$ cat config.mk
export PLATFORM = sky130hd
export DESIGN_NAME = multiplier_flat
export DESIGN_NICKNAME = d
export VERILOG_FILES = /design/src/rtl/multiplier_pkg.sv /design/src/rtl/multiplier_if.sv /design/src/rtl/multiplier.sv /design/src/flat_wrapper.sv
export SDC_FILE = /design/constraint.sdc
export NUM_CORES = 1
export LEC_CHECK = 0
export BUFFER_PORTS_ARGS = -buffer_cell sky130_fd_sc_hd__buf_2
export CORE_MARGIN = 2
export CORE_UTILIZATION = 50
export DETAILED_ROUTE_END_ITERATION = 12
export PLACE_DENSITY = 0.73
export RECOVER_POWER = 25
export SLEW_MARGIN = 25
export SYNTH_ARGS = -nofsm -noshare
export SYNTH_HDL_FRONTEND = slang
export SYNTH_SLANG_ARGS = --single-unit
export TNS_END_PERCENT = 100
$ cat constraint.sdc
create_clock -name clk -period 2.1 [get_ports clk]
set_input_delay 0.525 -clock clk [delete_from_list [all_inputs] [get_ports clk]]
set_output_delay 0.525 -clock clk [all_outputs]
set_load 0.02 [all_outputs]
$ cat src/rtl/multiplier_pkg.sv
// Shared constants and state encoding for the shift-and-add multiply-accumulate unit.
// The divider imports WA/WB from here so both blocks agree on operand widths.
package mul_pkg;

  localparam int unsigned WA = 8;
  localparam int unsigned WB = 7;
  localparam int unsigned WP = WA + WB;
  localparam int unsigned CW = $clog2(WB);

  typedef enum logic [1:0] {
    ST_IDLE = 2'd0,
    ST_LOAD = 2'd1,
    ST_RUN  = 2'd2
  } state_t;

endpackage

$ cat src/rtl/multiplier_if.sv
// Start-pulse request/result bundle shared by the multiplier and its requester.
interface multiplier_if;
  import mul_pkg::*;

  logic          start;
  logic [WA-1:0] multiplicandin;
  logic [WB-1:0] multiplierin;
  logic [WB-1:0] addendin;
  logic [WP-1:0] product;
  logic          valid;

  modport master (
    output start, multiplicandin, multiplierin, addendin,
    input  product, valid
  );

  modport slave (
    input  start, multiplicandin, multiplierin, addendin,
    output product, valid
  );

endinterface

$ cat src/rtl/multiplier.sv
// Sequential multiply-accumulate: product = multiplicand * multiplier + addend,
// one multiplier bit per cycle, fixed latency, registered outputs.
module multiplier
  import mul_pkg::*;
(
  input  logic       clk,
  input  logic       reset,
  multiplier_if.slave bus
);

  localparam logic [CW-1:0] LAST = CW'(WB - 1);

  state_t        state, state_next;
  logic [WP-1:0] acc, acc_next;
  logic [WP-1:0] mcand, mcand_next;
  logic [WB-1:0] mplier, mplier_next;
  logic [CW-1:0] count, count_next;
  logic [WP-1:0] product, product_next;
  logic          valid, valid_next;
  logic [WP-1:0] sum;

  always_ff @(posedge clk) begin
    if (reset) begin
      state   <= ST_IDLE;
      acc     <= '0;
      mcand   <= '0;
      mplier  <= '0;
      count   <= '0;
      product <= '0;
      valid   <= 1'b0;
    end else begin
      state   <= state_next;
      acc     <= acc_next;
      mcand   <= mcand_next;
      mplier  <= mplier_next;
      count   <= count_next;
      product <= product_next;
      valid   <= valid_next;
    end
  end

  always_comb begin
    state_next   = state;
    acc_next     = acc;
    mcand_next   = mcand;
    mplier_next  = mplier;
    count_next   = count;
    product_next = product;
    valid_next   = valid;
    sum          = mplier[0] ? (acc + mcand) : acc;

    unique case (state)
      ST_IDLE: begin
        if (bus.start) begin
          state_next = ST_LOAD;
          valid_next = 1'b0;
        end
      end

      // start is deliberately not looked at here: operands are always taken
      ST_LOAD: begin
        acc_next    = WP'(bus.addendin);
        mcand_next  = WP'(bus.multiplicandin);
        mplier_next = bus.multiplierin;
        count_next  = '0;
        state_next  = ST_RUN;
      end

      ST_RUN: begin
        if (bus.start) begin
          state_next = ST_LOAD;
          valid_next = 1'b0;
        end else begin
          acc_next    = sum;
          mcand_next  = mcand << 1;
          mplier_next = mplier >> 1;
          count_next  = count + 1'b1;
          if (count == LAST) begin
            product_next = sum;
            valid_next   = 1'b1;
            state_next   = ST_IDLE;
          end
        end
      end

      default: begin
        state_next = ST_IDLE;
      end
    endcase
  end

  assign bus.product = product;
  assign bus.valid   = valid;

endmodule

$ cat src/flat_wrapper.sv
// flat-port wrapper written by rule: the top's interface ports become plain ports
module multiplier_flat import mul_pkg::*;
  (clk, reset, bus_start, bus_multiplicandin, bus_multiplierin, bus_addendin, bus_product, bus_valid);
  multiplier_if bus_i ();
  input  logic clk;
  input  logic reset;
  input wire logic [$bits(bus_i.start)-1:0] bus_start;
  input wire logic [$bits(bus_i.multiplicandin)-1:0] bus_multiplicandin;
  input wire logic [$bits(bus_i.multiplierin)-1:0] bus_multiplierin;
  input wire logic [$bits(bus_i.addendin)-1:0] bus_addendin;
  output wire logic [$bits(bus_i.product)-1:0] bus_product;
  output wire logic [$bits(bus_i.valid)-1:0] bus_valid;
  assign bus_i.start = bus_start;
  assign bus_i.multiplicandin = bus_multiplicandin;
  assign bus_i.multiplierin = bus_multiplierin;
  assign bus_i.addendin = bus_addendin;
  assign bus_product = bus_i.product;
  assign bus_valid = bus_i.valid;
  multiplier u_core (.clk(clk), .reset(reset), .bus(bus_i));
endmodule
---- Yosys cells after proc, flatten, opt, wreduce, memory -nomap -nowiden ----
Index checks and enable logic that the tools add are counted.
word-level totals
  register bits after elaboration ......... 58
  latch bits .............................. 0
  memory bits (writable) .................. 0
  bits in read-only memories .............. 0
  input bits .............................. 25
  output and inout bits ................... 16
  logic and storage cells ................. 40
  memories kept ........................... 0
cells by class
  add/subtract/negate cells ............... 2
  multipliers ............................. 0
  divide/modulo/power cells ............... 0
  magnitude comparators ................... 0
  equality and inequality tests ........... 6
  shifts and indexed selects .............. 0
  mux-type cells .......................... 17
  bitwise operators ....................... 1
  reductions and logical operators ........ 7
operators by type and width
  cell                                                  count
  case mux 15 bit (2 select lines)                      2
  2-to-1 mux 15 bit                                     3
  adder 15 bit                                          1
  case mux 7 bit (2 select lines)                       1
  2-to-1 mux 7 bit                                      1
  2-to-1 mux 2 bit                                      3
  case mux 2 bit (3 select lines)                       1
  case mux 3 bit (2 select lines)                       1
  AND reduction 3 bit                                   2
  != test 2 bit (second input constant)                 2
  AND reduction 2 bit                                   2
  nonzero test 2 bit                                    2
  adder 3 x 1 -> 3 bit (second input constant)          1
  equality test 3 bit (second input constant)           1
  2-to-1 mux 1 bit                                      3
  2-to-1 mux 3 bit                                      1
  != test 3 x 2 -> 1 bit (second input constant)        1
  equality test 2 x 1 -> 1 bit (second input constant)  1
  equality test 2 bit (second input constant)           1
  logical NOT 2 bit                                     1
  case mux 1 bit (2 select lines)                       1
  NOT 1 bit                                             1

---- Logic depth before layout (Yosys ltp) ----
Gate-level depths: netlist (run 1).
  depth after elaboration ................. 4
  mapped depth ............................ 9
  mapped depth without buffers ............ 9

---- Least setup slack after synthesis (run 1) ----
Ideal clock, no wire load.
  kind .................................... register to register
  from .................................... reg u_core.mcand[7]
  to ...................................... reg u_core.acc[14]
  setup time .............................. 0.062 ns
  arrival ................................. 2.124 ns
  data required time ...................... 2.038 ns
  slack ................................... -0.086 ns
  cell stages (with the launch flop) ...... 8
  buffers on the path ..................... 0
  period minus slack after synthesis ...... 2.186 ns
  cells stage by stage .................... dfxtp_1 -> ha_1 -> a21oi_2 -> o21bai_1 -> a2111o_1 -> o31a_1 -> a2111o_1 -> nand3_1
between the ends
  word-level cells in the longest chain between the ends .. 4
RTL lines
  what                              RTL line          RTL
  from (decl)                       multiplier.sv:15  logic [WP-1:0] mcand, mcand_next;
  from (signal assigned)            multiplier.sv:34  mcand <= mcand_next;
  adder 15 bit                      multiplier.sv:50  sum = mplier[0] ? (acc + mcand) : acc;
  2-to-1 mux 15 bit                 multiplier.sv:50
  2-to-1 mux 15 bit                 multiplier.sv:70  if (bus.start) begin
  case mux 15 bit (2 select lines)  multiplier.sv:52  unique case (state)
  to (signal assigned)              multiplier.sv:33  acc <= acc_next;
  to (decl)                         multiplier.sv:14  logic [WP-1:0] acc, acc_next;
Every way passes these cells. The select of a mux whose other input is x is not followed.
A chain may end at the register's enable or synchronous reset.

---- Worst setup path after layout (run 1) ----
  from .................................... reg u_core.mcand[0]
  to ...................................... reg u_core.acc[14]
Same word-level chain as after synthesis.

==> results.txt, run 1 <==
Min Tclk post-route: 2140 ps
Synth warn: 0
Drt pass-1 iters: 5
Antenna diodes: 0
Mapped cell area: 3290 um^2
Final HPWL DP: 6.39 mm
Synth unique cells: 55
Clock Latency Late Sink: 340 ps
GRT Util Overall: 0.257
Inserted Clock Buffers: 9
Critical-path top delay cell: a2111o_1
Non-Filler Instances: 565
Total number of vias: 3356
Largest cells by area after synthesis: dfxtp_1 (35%), nor2_1 (6.6%), ha_1 (6.1%)
Max-slew violations: 0
Final Hold Viols: 0
Worst Clk Skew: 8.20 ps
CTS max path bufs: 2
Sequential area share after synthesis: 0.353
Die Height: 85.1 um
Top post-synthesis cells by count: dfxtp_1 (58), nor2_1 (58), nand2_1 (44), a21oi_1 (22), clkbuf_1 (19)
PD cells: 634 nW/um^2
Die ar.: 7240 um^2
Bufs and invs on worst path: 1
# DRC: 0
Setup CP Type: reg2reg
Synth-to-layout area growth: 29.4%
Max-cap viol count: 0
Worst Path Required: 2370 ps
I/O Pins: 41
Post-synth EDFFs: 0
Ys flop type: dfxtp_1
Placer Congestion: 0.928
Avg Cell Area, Syn: 8.04 um^2
WP data arrival: 2420 ps
Fin crit share: 1.02
Post-layout nets: 525
Grt ovf: 0
CP Launch Type: register
Die W: 85.1 um
Share of the synthesized area in the top cell type: 0.353
Share of layout cells above drive strength 1: 0.268
Htree depth: 3
CORE AREA: 6350 um^2
Outcome: finished, violations left
Post-Synthesis Cells: 409
Crit end category: register
Final setup fails: 5
RSZ-0062 raised after global routing: true
Final WL: 9.11 mm
Number of global-route vias before repair: 3137
Worst path cell trace: ha_4 > inv_2 > fa_2 > nor2b_4 > o2111ai_4 > a21oi_2 > o211ai_1 > a2111o_1 > nand3_2
TritonCTS clock tree: done
Largest net degree at the start of global routing: 29
Failing checks: setup timing
Clk pin slew, worst setup/hold paths: 70 ps
Worst-Margin Slew: 928 ps
Relative slew slack: 0.382
Top Family by Delay on Critical Path: compound AO/OA/AOI/OAI gates
Detailed Route Iter0 Violations: 171
Max Fclk: 0.466 GHz
HP Class: in2reg
DR WL/cell: 16.1 um
Synthesized net count: 451
Critical Path Fanout Max: 4
I/O Buffers: 40
Placed cells: 543
Initial antenna violation count: 0
Leakage power: 1.71 nW
VDD IR max: 0.545 mV
Fraction of registers with async set/reset: 0
Min setup slack post-route: -44.7 ps
Routed vias/inst: 5.94
Num rows: 29
Root Buffer Master: clkbuf_8
Worst hold slack: 447 ps
Yosys top cell by area: dfxtp_1
Hold_buf cts: 0
Largest stage delay, worst path: 450 ps
Initial Utilization: 0.518
CTS sink cnt: 58
First-pass GRT wire length: 15.0 mm
Synthesized flop and latch total: 58
Routed Antenna Nets: 0
## metal layers
layer	vias to the layer above	global-route usage	wire (um)
li1	1661	-	-
met1	1590	0.346	4200
met2	93	0.420	4340
met3	12	0.0409	439
met4	0	0.0895	125
met5	-	0	0
## logic make-up after synthesis
family,Yosys count,share of synthesized area
simple gates,157,0.218
compound gates,131,0.293
flops,58,0.353
buf+inv,38,0.0468
fa+ha+maj,17,0.0669
xor+xnor,5,0.0133
mux,3,0.00913
## flip-flops by register name (all words and copies together) (netlist names)
signal              flops
u_core.acc             15
u_core.mplier           7
u_core.mcand           15
u_core.bus.valid        1
u_core.bus.product     15
u_core.count            3
u_core.state            2
## final timing paths
| check | depth (start not counted) | to | startpoint | slack [ps] |
|---|---|---|---|---|
| min | 3 | u_core.mcand[3]$_SDFFE_PP0P_ | bus_multiplicandin[3] | 450 |
| min reg2reg | 2 | u_core.bus.product[1]$_SDFFE_PP0P_ | u_core.bus.product[1]$_SDFFE_PP0P_ | 460 |
| max reg2reg | 9 | u_core.acc[14]$_SDFFE_PP0P_ | u_core.mcand[0]$_SDFFE_PP0P_ | -40 |
| max | 9 | u_core.acc[14]$_SDFFE_PP0P_ | u_core.mcand[0]$_SDFFE_PP0P_ | -40 |
## where the power goes
group | total [mW] | internal [mW] | switching, mW
registers | 1.17 | 1.14 | 0.0357
clock network | 1.15 | 0.697 | 0.454
logic | 0.372 | 0.156 | 0.215
total | 2.70 | 1.99 | 0.705
## stage by stage
step / total power, mW / utilization / cell area [um^2] / TNS, ps / setup slack [ps]
after global routing: 2.79 / 0.670 / 4260 / -1140 / -171
after detailed placement: 1.54 / 0.607 / 3850 / -662 / -141
final: 2.70 / 0.670 / 4260 / -107 / -44.7
after floorplan: 1.40 / - / 3320 / -5.50 / -5.50
after CTS: 2.69 / 0.664 / 4220 / -30.7 / -27.4
after global placement: 1.53 / 0.607 / 3850 / -208 / -72.3
## tightest hold or removal path: stages
cell and delay (ps):
buf_2 100, nand2_1 50, a311oi_1 80
## what timing repair did
item | CTS | global route
resized for setup | 22 | 11
pin swaps | 12 | 12
setup endpoints to repair | 11 | 15
buffers inserted | 5 | 1
## layout make-up
cell class | count | area, um^2
clock buffer | 11 | 141
clock inverter | 5 | 77.6
fill | 521 | 2090
inverter | 12 | 45.0
multi-input combinational | 313 | 2140
sequential | 58 | 1170
tap | 77 | 96.3
timing repair buffer | 89 | 578
## placed cells by master, fill, tap and decap left out, types with 3 or more instances in the layout
master    count
a311oi_1     17
buf_4        45
nor3_1       11
ha_4          5
ha_1          9
o211ai_1      3
a211oi_1     11
nand2_1      44
nor2_1       58
a21oi_1      20
a21oi_2       4
inv_1        11
nand3_1      10
nand2b_1      4
nand3b_1      6
buf_2        28
o31a_1        4
xnor2_1       4
clkbuf_1     14
a22o_1       10
clkbuf_8     10
nand4_1       3
mux2i_1       3
nor2b_1       7
dfxtp_1      48
o21ai_0      12
a31oi_1       4
a21o_1        8
dfxtp_2      10
a22oi_1      10
No activity file was read; power rests on OpenSTA's default activity.
==> inputs of run 2 (changes only) <==
--- a/config.mk
+++ b/config.mk
@@ -8,8 +8,9 @@
 export BUFFER_PORTS_ARGS = -buffer_cell sky130_fd_sc_hd__buf_2
 export CORE_MARGIN = 2
 export CORE_UTILIZATION = 50
+export CTS_CLUSTER_SIZE = 14
 export DETAILED_ROUTE_END_ITERATION = 12
-export PLACE_DENSITY = 0.73
+export PLACE_DENSITY = 0.7
 export RECOVER_POWER = 25
 export SLEW_MARGIN = 25
 export SYNTH_ARGS = -nofsm -noshare
==> constraint.sdc (replaced) <==
create_clock -name clk -period 2.5 [get_ports clk]
set_input_delay 0.625 -clock clk [delete_from_list [all_inputs] [get_ports clk]]
set_output_delay 0.625 -clock clk [all_outputs]
set_load 0.02 [all_outputs]
==> run 2 against run 1 <==
Compared with the run above: the run now ends clean; flip-flop and latch count unchanged; sequential power fell by 16%; clock skew increased by 2.6 ps; setup slack improved by 160 ps; register-to-register slack improved by 160 ps; total power fell by 22%; cell area shrank 11%; via count is 6.0% lower; core utilization shrank 7.5 points; clock-buffer cell count decreased by 2; highest routed layer unchanged.
==> results.txt, run 2 (same netlist as run 1, synthesis figures left out) <==
Outcome: finished, final reports clean
Grt ovf: 0
Sw frac: 0.280
Largest net degree at the start of global routing: 32
Crit end category: register
I/O Buffers: 40
Sequential share of power: 0.468
Final setup fails: 0
Critical Path Fanout Max: 7
Root Buffer Master: clkbuf_8
Commonest non-fill, non-tap cells in the layout: nor2_1 (58), dfxtp_1 (58), nand2_1 (44)
WP data arrival: 2660 ps
Drt pass-1 iters: 5
PD cells: 558 nW/um^2
GRT Util Overall: 0.234
Largest regs: u_core.acc x15, u_core.bus.product x15, u_core.mcand x15
Hold_buf cts: 0
Largest stage delay, worst path: 440 ps
Final Hold Viols: 0
Worst path cell trace: ha_1 > a21oi_4 > o21bai_1 > a2111o_1 > o31a_1 > a2111o_1 > nand3_1
Initial Utilization: 0.518
Routed vias/inst: 6.00
Share of layout cells above drive strength 1: 0.145
Critical-path top delay cell: a2111o_1
HP Class: reg2reg
Comb power frac: 0.121
Levels on crit path: 7
Overall power: 2.11 mW
CTS max path bufs: 2
Bufs and invs on worst path: 0
Clock Latency Late Sink: 340 ps
Placer Congestion: 0.939
Critical path's most frequent cell: a2111o_1
Internal power: 1.52 mW
Top Family by Delay on Critical Path: compound AO/OA/AOI/OAI gates
Post-cts resize count: 0
Worst R2R Setup Slack: 120 ps
Die Height: 85.1 um
Htree depth: 3
Antenna diodes: 0
Number of global-route vias before repair: 2946
Worst Path Required: 2780 ps
Initial antenna violation count: 0
Relative slew slack: 0.502
Num rows: 29
VDD IR max: 0.333 mV
CP Launch Type: register
Worst-Margin Slew: 744 ps
First-pass GRT wire length: 13.8 mm
Max-slew violations: 0
Postcts setup bufs: 0
CORE AREA: 6350 um^2
RSZ-0062 raised after global routing: false
Setup CP Type: reg2reg
Detailed Route Iter0 Violations: 178
Fin Setup TNS: 0 ps
Clk pwr share: 0.412
DR WL/cell: 15.6 um
Total number of vias: 3155
Min Tclk post-route: 2380 ps
Final HPWL DP: 5.84 mm
Die W: 85.1 um
I/O Pins: 41
Routed Antenna Nets: 0
Clk pin slew, worst setup/hold paths: 70 ps
Fin crit share: 0.953
R2R cell count: 7
Die ar.: 7240 um^2
Max-cap viol count: 0
Synth-to-layout area growth: 14.9%
Inserted Clock Buffers: 9
TritonCTS clock tree: done
Post-layout nets: 486
# DRC: 0
Worst Clk Skew: 10.8 ps
Leakage power: 1.49 nW
Sw power: 590 uW
CTS sink cnt: 58
Final WL: 8.23 mm
Hold depth: 2
Max Fclk: 0.420 GHz
run 2: stage by stage:
stage	setup WS, ps	utilization	std cells	hold WS [ps]	cell area, um^2
after floorplan	314	-	409	439	3290
after global placement	163	0.561	510	442	3560
after detailed placement	89.4	0.561	510	453	3560
after CTS	77.2	0.593	526	461	3770
after global routing	23.2	0.595	526	494	3780
final	118	0.595	526	461	3780
run 2: final cells by class:
cell class	count	area [um^2]
clock buffers	9	124
fillers	597	2570
clock inverters	7	77.6
multi-input cells	313	2010
inverters	12	45.0
well taps	77	96.3
repair buffers	50	269
flip-flops and latches	58	1160
run 2: worst paths after layout:
| path | endpoint | startpoint |
|---|---|---|
| setup / recovery | u_core.acc[14]$_SDFFE_PP0P_ | u_core.mcand[7]$_SDFFE_PP0P_ |
| hold / removal | u_core.bus.product[1]$_SDFFE_PP0P_ | u_core.bus.product[1]$_SDFFE_PP0P_ |
| setup reg to reg | u_core.acc[14]$_SDFFE_PP0P_ | u_core.mcand[7]$_SDFFE_PP0P_ |
| hold reg to reg | u_core.bus.product[1]$_SDFFE_PP0P_ | u_core.bus.product[1]$_SDFFE_PP0P_ |
run 2: worst min-delay path: stages (launching register included):
cell and delay [ps]:
dfxtp_1 310, nand2_1 50, a21oi_1 50
run 2: per-layer routing:
metal  share of wire  track usage
met2            0.46        0.382
met3           0.046       0.0292
met4           0.012       0.0779
met1            0.48        0.322
met5               0            0
run 2: power by group through the flow:
stage / Sequential (mW) / Combinational (mW) / Clock, mW
final: 0.985 / 0.255 / 0.867
after global routing: 0.990 / 0.285 / 0.922
after CTS: 0.984 / 0.251 / 0.883
after detailed placement: 1.01 / 0.249 / 0
after global placement: 1.00 / 0.246 / 0
after floorplan: 0.992 / 0.180 / 0
